**src/rtl/wave_pwm_dac.sv**
```systemverilog
// wave_pwm_dac
//
// Converts a 5-bit sample stream from the upstream signal generator into a
// PWM bit stream. One PWM frame is 32 clock cycles; the sample is latched
// once per frame at the frame boundary. The high time per frame equals the
// latched sample (duty = sample/32).
//
// Compile-time option:
//   WAVE_PWM_CENTER_ALIGN_EN  undefined -> edge-aligned pulse (high at k < duty)
//                             defined   -> centre-aligned pulse
//                                          (high at lo <= k < lo+duty,
//                                           lo = (32-duty)>>1)
//
// Ports:
//   clk           in   single clock, rising edge
//   rst_n         in   asynchronous active-low reset
//   en            in   run enable
//   wave_in[4:0]  in   unsigned sample (0..31)
//   wave_valid    in   wave_in holds a usable sample this cycle
//   pwm_out       out  registered PWM bit stream
//   frame_start   out  one-cycle pulse in the first cycle of every frame
//   sample_stale  out  one-cycle pulse (first cycle of a frame) when the
//                      preceding boundary found wave_valid low
//   duty_q[4:0]   out  duty applied to the current frame
//
// FSM states:
//   state   | meaning
//   --------+------------------------------------------------------------
//   ST_IDLE | disabled (en low or just out of reset); cnt parked at 0,
//           | outputs low, duty_q held
//   ST_RUN  | frames running; cnt advances 0..31 and wraps
//
// All outputs are flops. The comb logic computes the values the outputs
// must show in the *next* cycle from the next counter and next duty, so
// the registered pwm_out lines up exactly with cnt in the same cycle.

module wave_pwm_dac (
  input  logic       clk,
  input  logic       rst_n,
  input  logic       en,
  input  logic [4:0] wave_in,
  input  logic       wave_valid,
  output logic       pwm_out,
  output logic       frame_start,
  output logic       sample_stale,
  output logic [4:0] duty_q
);

  typedef enum logic [0:0] {
    ST_IDLE = 1'b0,
    ST_RUN  = 1'b1
  } state_t;

  localparam logic [4:0] CNT_LAST = 5'd31;

  state_t     state_q;
  state_t     state_d;
  logic [4:0] cnt_q;
  logic [4:0] cnt_d;
  logic [4:0] duty_d;
  logic       pwm_d;
  logic       frame_start_d;
  logic       sample_stale_d;
  logic       boundary;

  // Pulse shape: is position k of a frame high for the given duty?
  function automatic logic pwm_hit(input logic [4:0] k, input logic [4:0] duty);
`ifdef WAVE_PWM_CENTER_ALIGN_EN
    logic [5:0] lo;
    logic [5:0] hi_end;
    lo     = (6'd32 - {1'b0, duty}) >> 1;
    hi_end = lo + {1'b0, duty};
    return ({1'b0, k} >= lo) && ({1'b0, k} < hi_end);
`else
    return k < duty;
`endif
  endfunction

  // The only cycle in which wave_in / wave_valid are looked at.
  assign boundary = (state_q == ST_RUN) && (cnt_q == CNT_LAST) && en;

  // State register (plus counter, duty and output flops)
  always_ff @(posedge clk or negedge rst_n) begin
    if (!rst_n) begin
      state_q      <= ST_IDLE;
      cnt_q        <= 5'd0;
      duty_q       <= 5'd0;
      pwm_out      <= 1'b0;
      frame_start  <= 1'b0;
      sample_stale <= 1'b0;
    end else begin
      state_q      <= state_d;
      cnt_q        <= cnt_d;
      duty_q       <= duty_d;
      pwm_out      <= pwm_d;
      frame_start  <= frame_start_d;
      sample_stale <= sample_stale_d;
    end
  end

  // Next-state logic
  always_comb begin
    state_d = ST_IDLE;
    cnt_d   = 5'd0;
    duty_d  = duty_q;
    if (en) begin
      state_d = ST_RUN;
      // Coming out of idle starts a fresh frame at 0; while running the
      // counter advances and wraps 31 -> 0 through natural overflow.
      if (state_q == ST_RUN) begin
        cnt_d = cnt_q + 5'd1;
      end
    end
    if (boundary && wave_valid) begin
      duty_d = wave_in;
    end
  end

  // Output logic: values registered into the output flops at the next edge
  always_comb begin
    frame_start_d  = 1'b0;
    sample_stale_d = 1'b0;
    pwm_d          = 1'b0;
    if (en) begin
      frame_start_d = (cnt_d == 5'd0);
      pwm_d         = pwm_hit(cnt_d, duty_d);
    end
    sample_stale_d = boundary && !wave_valid;
  end

endmodule

```
**config.mk**
```make
export PLATFORM = sky130hd
export DESIGN_NAME = wave_pwm_dac
export DESIGN_NICKNAME = d
export VERILOG_FILES = /design/src/rtl/wave_pwm_dac.sv
export SDC_FILE = /design/constraint.sdc
export NUM_CORES = 1
export LEC_CHECK = 0
export ABC_AREA = 1
export CORE_ASPECT_RATIO = 0.9
export CORE_MARGIN = 10
export CORE_UTILIZATION = 25
export DETAILED_ROUTE_END_ITERATION = 12
export GPL_TIMING_DRIVEN = 0
export PLACE_DENSITY = 0.45
export SLEW_MARGIN = 20
export SYNTH_ARGS = -nofsm -noshare
export SYNTH_HDL_FRONTEND = slang
export SYNTH_SLANG_ARGS = --single-unit
```
**constraint.sdc**
```tcl
create_clock -name clk -period 1.93 [get_ports clk]
set_input_delay 0.193 -clock clk [delete_from_list [all_inputs] [get_ports clk]]
set_output_delay 0.193 -clock clk [all_outputs]
set_load 0.01 [all_outputs]
```
==> impl_metrics.py, run 1 <==
metrics = {
    "outcome": {
        "status": "finished with violations",
        "violations": "negative setup slack",
    },
    "critical_path": {
        "rr_worst_depth": 12,
        "cp_common_cell": "nand2_1",
        "path_class": "reg2reg",
        "crit_arrival_ns": 2.25,
        "crit_path_start_kind": "register",
        "r2r-start": "cnt_q[0]",
        "required_ns": 2.14,
        "cp_slowest_stage_delay_ns": 0.37,
        "path_cells": "ha_1 -> nand2_1 -> nor2_2 -> ha_2 -> nand4_4 -> o21ai_2 -> ha_1 -> nand2_1 -> nand2_1 -> nor2_2 -> nand3_2 -> a21oi_2",
        "worstSetupStartpoint": "cnt_q[0]",
        "slowest_stage": "dfrtp_1",
        "crit_fanout": 6,
        "crit_path_end_kind": "register",
    },
    "clocking": {
        "cts-root-buf": "clkbuf_4",
        "clock_latency_ns": 0.29,
        "cts_made_buffers": 3,
        "cts_hold_buf": 0,
        "cts.htree.levels": 1,
        "cts_tree": "built",
        "clk_path_buf_depth": 2,
        "cts.sinks": 14,
        "clkSlewWorstSetupHoldPaths_ns": 0.09,
    },
    "timing": {
        "whs_ns": 0.3024,
        "setup_ws_ns": -0.1011,
        "finalCritPeriodShare_pct": 105.2,
        "max_freq_mhz": 492.3,
        "setup_viol": 1,
        "finalClockSkew_ns": 0.005321,
        "slew_viol_final": 0,
        "setup_tns_ns": -0.1011,
        "hold_violations": 0,
        "slew_headroom_pct": 56.17,
        "rsz0062_at_grt": "true",
        "min_period_ns": 2.031,
        "worstMarginPinSlew_ns": 0.6555,
    },
    "global_route": {
        "grt_pass1_vias": 565,
        "grt_pass1_wl_um": 2587,
        "grt_usage_pct": 5.973,
        "grt_max_degree": 15,
        "grt_overflow": 0,
        "antenna_found_initial": 0,
    },
    "place": {
        "gp_congestion": 0.6920,
        "dp_cells": 134,
        "portBuffers": 16,
        "dpl_cell_area_um2": 929.6,
        "place_ws_ns": -0.1581,
        "dpl.hpwl_um": 1159,
    },
    "synth": {
        "synth-edff-count": 0,
        "synth.ff_latch_count": 14,
        "synth_most_common_cell": "inv_1",
        "synthTopCellsByCount": "inv_1 (18), dfrtp_1 (14), nand2_1 (12)",
        "synth_top_area_share_pct": 48.70,
        "syn-cell-area_um2": 719.4,
        "ys_types": 18,
        "synthesis.nets": 93,
        "ys_top_cells_by_area": "dfrtp_1 (49%), ha_1 (10%), inv_1 (9.4%)",
        "synth_flop_cell": "dfrtp_1",
        "synth_warnings": 0,
        "netlist_instances": 78,
        "synth_top_area_cell": "dfrtp_1",
        "postSynthAreaPerCell_um2": 9.224,
        "synth-async-reset-ratio_pct": 100.0,
        "ys_seq_area_share_pct": 48.70,
    },
    "power_and_ir_drop": {
        "p_leak_nw": 0.5182,
        "irDropWorstVdd_uv": 433.0,
        "power.density_nw_per_um2": 553.6,
        "p_total_mw": 0.5735,
    },
    "routing": {
        "avgViaCountPerCell": 4.035,
        "wl_um": 1513,
        "wl_per_cell_um": 10.65,
        "first_iter_violations": 18,
        "topRoutingLayerUsed": "met4",
        "via_count": 573,
        "drc_errors": 0,
        "first_pass_iters": 3,
        "ant_nets": 0,
        "wl_met1_um": 613,
        "route.met3.wl_um": 81,
        "route.met2.wl_um": 784,
    },
    "floorplan": {
        "start_util_pct": 26.18,
        "pin_count": 17,
        "die_x_um": 76.55,
        "rows": 18,
        "die_y_um": 70.89,
        "core-area_um2": 2748,
        "die-area_um2": 5426,
    },
    "layout": {
        "layout.nets": 118,
        "final_area_um2": 1036,
        "syn2layout_area_growth_pct": 44.00,
        "drive_gt1_share_pct": 28.43,
        "fin_cells": 142,
        "n_antenna_cell": 0,
        "utilization_pct": 37.70,
    },
    "worst_hold_path": {
        "hold_class": "in2async",
    },
    "flow_run": {
        "cap_violations": 0,
    },
}
==> power by group <==
| part | internal, mW | leakage [nW] | total (mW) | switching (mW) |
|---|---|---|---|---|
| clock | 0.115 | 0.0210 | 0.219 | 0.104 |
| combinational | 0.0276 | 0.335 | 0.0526 | 0.0250 |
| sequential | 0.299 | 0.162 | 0.302 | 0.00306 |
| total | 0.441 | 0.518 | 0.574 | 0.132 |
==> cells in the final DEF, fill, tap and decap left out, drive strengths merged <==
master	Yosys	final
inv	19	19
clkdlybuf4s50	0	16
dfrtp	14	14
nand2	14	14
ha	6	6
o21ai	6	6
nor2	6	6
nand3	6	6
clkbuf	0	4
buf	0	4
a21oi	2	2
nand4	2	2
or2	1	1
and2	1	1
nor3	1	1
==> layer usage <==
layer	vias to the layer above	track usage, %
li1	292	-
met1	269	5.912
met2	10	10.28
met3	2	2.525
met4	0	3.711
met5	-	0
==> final cells by class <==
class                           count  area, um^2
Fill cell                         304        1712
Sequential cell                    14       350.3
Multi-Input combinational cell     45       325.3
Timing Repair Buffer               20       202.7
Inverter                           19       71.32
Tap cell                           40       50.05
Clock buffer                        4       36.28
==> kinds of logic after synthesis <==
logic type / synth area share (%)
and+or+nand+nor: 22.26
buffers and inverters: 9.912
DFF: 48.70
AOI/OAI and AO/OA: 8.694
adders and majority gates: 10.43
==> path summary, 6_finish.rpt <==
check | slack, ns | endpoint
worst max-delay path | -0.10 | pwm_out
worst min-delay path | 0.30 | duty_q[2]
worst max register to register | -0.10 | pwm_out
worst min register to register | 0.58 | duty_q[1]
max in group asynchronous | 1.21 | cnt_q[1]
min in group clk | 0.52 | duty_q[4]
==> sequential cells by signal, indices dropped and copies added (netlist names) <==
register,count
state_q,1
cnt_q,5
pwm_out,1
frame_start,1
sample_stale,1
duty_q,5
==> critical path: cells and delay by family (launching register included) <==
family                     cells  cell delay, ns
and+or+nand+nor                7            0.63
DFF                            1            0.37
adders and majority gates      3            0.64
AOI/OAI and AO/OA              2            0.31
==> timing repair <==
| item | 4_1_cts | 5_1_grt |
|---|---|---|
| setup endpoints to repair | 1 | 1 |
| resized for setup | 2 | 7 |
| pin swaps | 0 | 5 |
| buffers inserted | 2 | 2 |
Power figures use the tool's default switching activity.
==> run 2: changes to the inputs <==
CORE_MARGIN = default   (was 10)
==> run 2 against run 1 <==
The flow still finishes with violations (negative setup slack). Worst hold slack got worse by 0.011 ns. Clock power is essentially flat. Setup slack improved by 0.044 ns. Combinational power fell by 3%. Largest cell class unchanged. Highest routed layer unchanged. Register-to-register slack better by 0.04 ns.
==> impl_metrics.py, run 2 (synthesis gave the netlist of run 1 again) <==
metrics = {
    "critical_path": {
        "crit_arrival_ns": 2.21,
        "path_cells": "ha_1 -> nand2_1 -> nor2_1 -> ha_2 -> nand4_4 -> nand2_2 -> o21ai_2 -> ha_1 -> nand2_1 -> nand2_1 -> nor2_1 -> nand3_1 -> a21oi_2",
        "cp_common_cell": "nand2_1",
        "required_ns": 2.15,
        "crit_path_start_kind": "register",
        "crit_fanout": 8,
        "crit_path_end_kind": "register",
        "cp_slowest_stage_delay_ns": 0.37,
        "path_class": "reg2reg",
        "cp_top_family": "simple AND/OR/NAND/NOR gates",
        "slowest_stage": "dfrtp_1",
        "timing.critical_path.buf_inv": 0,
    },
    "timing": {
        "finalCritPeriodShare_pct": 103.0,
        "hold_violations": 0,
        "rsz0062_at_grt": "true",
        "setup_ws_ns": -0.05717,
        "setup_viol": 1,
        "worstMarginPinSlew_ns": 0.6371,
        "min_period_ns": 1.987,
        "slew_viol_final": 0,
        "max_freq_mhz": 503.2,
        "finalClockSkew_ns": 0.001552,
        "slew_headroom_pct": 57.39,
    },
    "layout": {
        "n_antenna_cell": 0,
        "layout.nets": 119,
        "syn2layout_area_growth_pct": 40.17,
        "drive_gt1_share_pct": 22.33,
        "final_cell_mix": "inv_1 (18), clkdlybuf4s50_1 (16), dfrtp_1 (14), nand2_1 (11), nor2_1 (6)",
        "layout_commonest_cell": "inv_1",
        "largestRegisters": "cnt_q (5), duty_q (5)",
        "utilization_pct": 36.70,
    },
    "power_and_ir_drop": {
        "swShare_pct": 23.05,
        "pwr-share-comb_pct": 8.9,
        "p_leak_nw": 0.5105,
        "power.density_nw_per_um2": 567.6,
        "p_sw_mw": 0.1319,
        "clkPwrFrac_pct": 38.4,
        "irDropWorstVdd_uv": 393.2,
        "power_frac_seq_pct": 52.7,
        "p_int_mw": 0.4405,
    },
    "clocking": {
        "clock_latency_ns": 0.29,
        "clkSlewWorstSetupHoldPaths_ns": 0.09,
        "cts_tree": "built",
        "cts_made_buffers": 3,
        "cts.htree.levels": 1,
        "cts-root-buf": "clkbuf_4",
        "cts.sinks": 14,
        "clk_path_buf_depth": 2,
    },
    "routing": {
        "ant_nets": 0,
        "avgViaCountPerCell": 3.881,
        "first_iter_violations": 7,
        "via_count": 555,
        "wl_um": 1362,
        "drc_errors": 0,
        "first_pass_iters": 4,
        "wl_per_cell_um": 9.524,
    },
    "place": {
        "gp_congestion": 0.7678,
        "place_ws_ns": -0.1522,
        "portBuffers": 16,
        "dpl.hpwl_um": 988.9,
    },
    "global_route": {
        "antenna_found_initial": 0,
        "grt_max_degree": 15,
        "grt_pass1_wl_um": 2359,
        "grt_pass1_vias": 569,
        "grt_overflow": 0,
        "grt_usage_pct": 10.75,
    },
    "worst_hold_path": {
        "hold_class": "in2async",
    },
    "floorplan": {
        "rows": 18,
        "start_util_pct": 26.18,
        "core-area_um2": 2748,
        "pin_count": 17,
        "die-area_um2": 3096,
        "die_y_um": 52.89,
        "die_x_um": 58.55,
    },
    "outcome": {
        "status": "finished with violations",
        "violations": "negative setup slack",
    },
    "flow_run": {
        "cap_violations": 0,
    },
}
## run 2: cell count changes in the layout (fill, tap and decap cells not counted)
cell	previous run	this run
nor2_1	3	6
nor2_2	3	0
buf_4	3	5
nand2_1	9	11
nand2_2	5	3
nand3_1	3	5
nand3_2	3	1
buf_12	1	0
## run 2: path summary, 6_finish.rpt
| check | startpoint | to | depth (start not counted) | slack (ns) |
|---|---|---|---|---|
| max reg2reg | cnt_q[0] | pwm_out | 13 | -0.06 |
| min | rst_n | sample_stale | 1 | 0.29 |
| min in group clk | wave_in[4] | duty_q[4] | 3 | 0.52 |
| max in group asynchronous | rst_n | duty_q[3] | 1 | 1.23 |
| max | cnt_q[0] | pwm_out | 13 | -0.06 |
| min reg2reg | duty_q[2] | duty_q[2] | 4 | 0.58 |
## run 2: layout make-up
cell class | count | area, um^2
fill | 314 | 1739
sequential | 14 | 350.3
multi-input combinational | 45 | 302.8
timing repair buffer | 21 | 197.7
inverter | 19 | 71.32
tap | 40 | 50.05
clock buffer | 4 | 36.28
## run 2: power groups by stage
stage / Clock, mW / Combinational, mW / Sequential (mW)
after floorplan: 0 / 0.0131 / 0.309
after global placement: 0 / 0.0489 / 0.308
after detailed placement: 0 / 0.0492 / 0.308
after CTS: 0.227 / 0.0515 / 0.302
after global routing: 0.244 / 0.0570 / 0.302
final: 0.220 / 0.0509 / 0.302
## run 2: worst reg2reg max path: stages, from the launching register on
cell and delay (ns):
dfrtp_1 0.37, ha_1 0.16, nand2_1 0.06, nor2_1 0.09
ha_2 0.21, nand4_4 0.16, nand2_2 0.11, o21ai_2 0.06
ha_1 0.29, nand2_1 0.07, nand2_1 0.05, nor2_1 0.09
nand3_1 0.09, a21oi_2 0.11
## run 2: repair_timing
action | in CTS | in global routing
hold buffers | 0 | 0
setup buffers | 3 | 2
endpoints found under the setup margin | 1 | 1
resized for setup | 2 | 0
## run 2: metrics by stage
step	instance area [um^2]	cells	hold slack [ns]	setup TNS, ns	total power, mW
2_1_floorplan	719.4	78	-0.1026	0	0.3222
3_3_place_gp	929.6	134	0.5641	-0.1583	0.3566
3_5_place_dp	929.6	134	0.5697	-0.1522	0.3570
4_1_cts	993.5	141	0.3244	-0.1030	0.5803
5_1_grt	1008	143	0.3432	-0.2615	0.6035
6_report	1008	143	0.2914	-0.05717	0.5724
## run 2: layer usage
layer	vias up	wire, um	global-route usage [%]
li1	293	-	-
met1	247	647	12.33
met2	11	602	17.05
met3	4	91	4.645
met4	0	21	5.556
met5	-	0	0
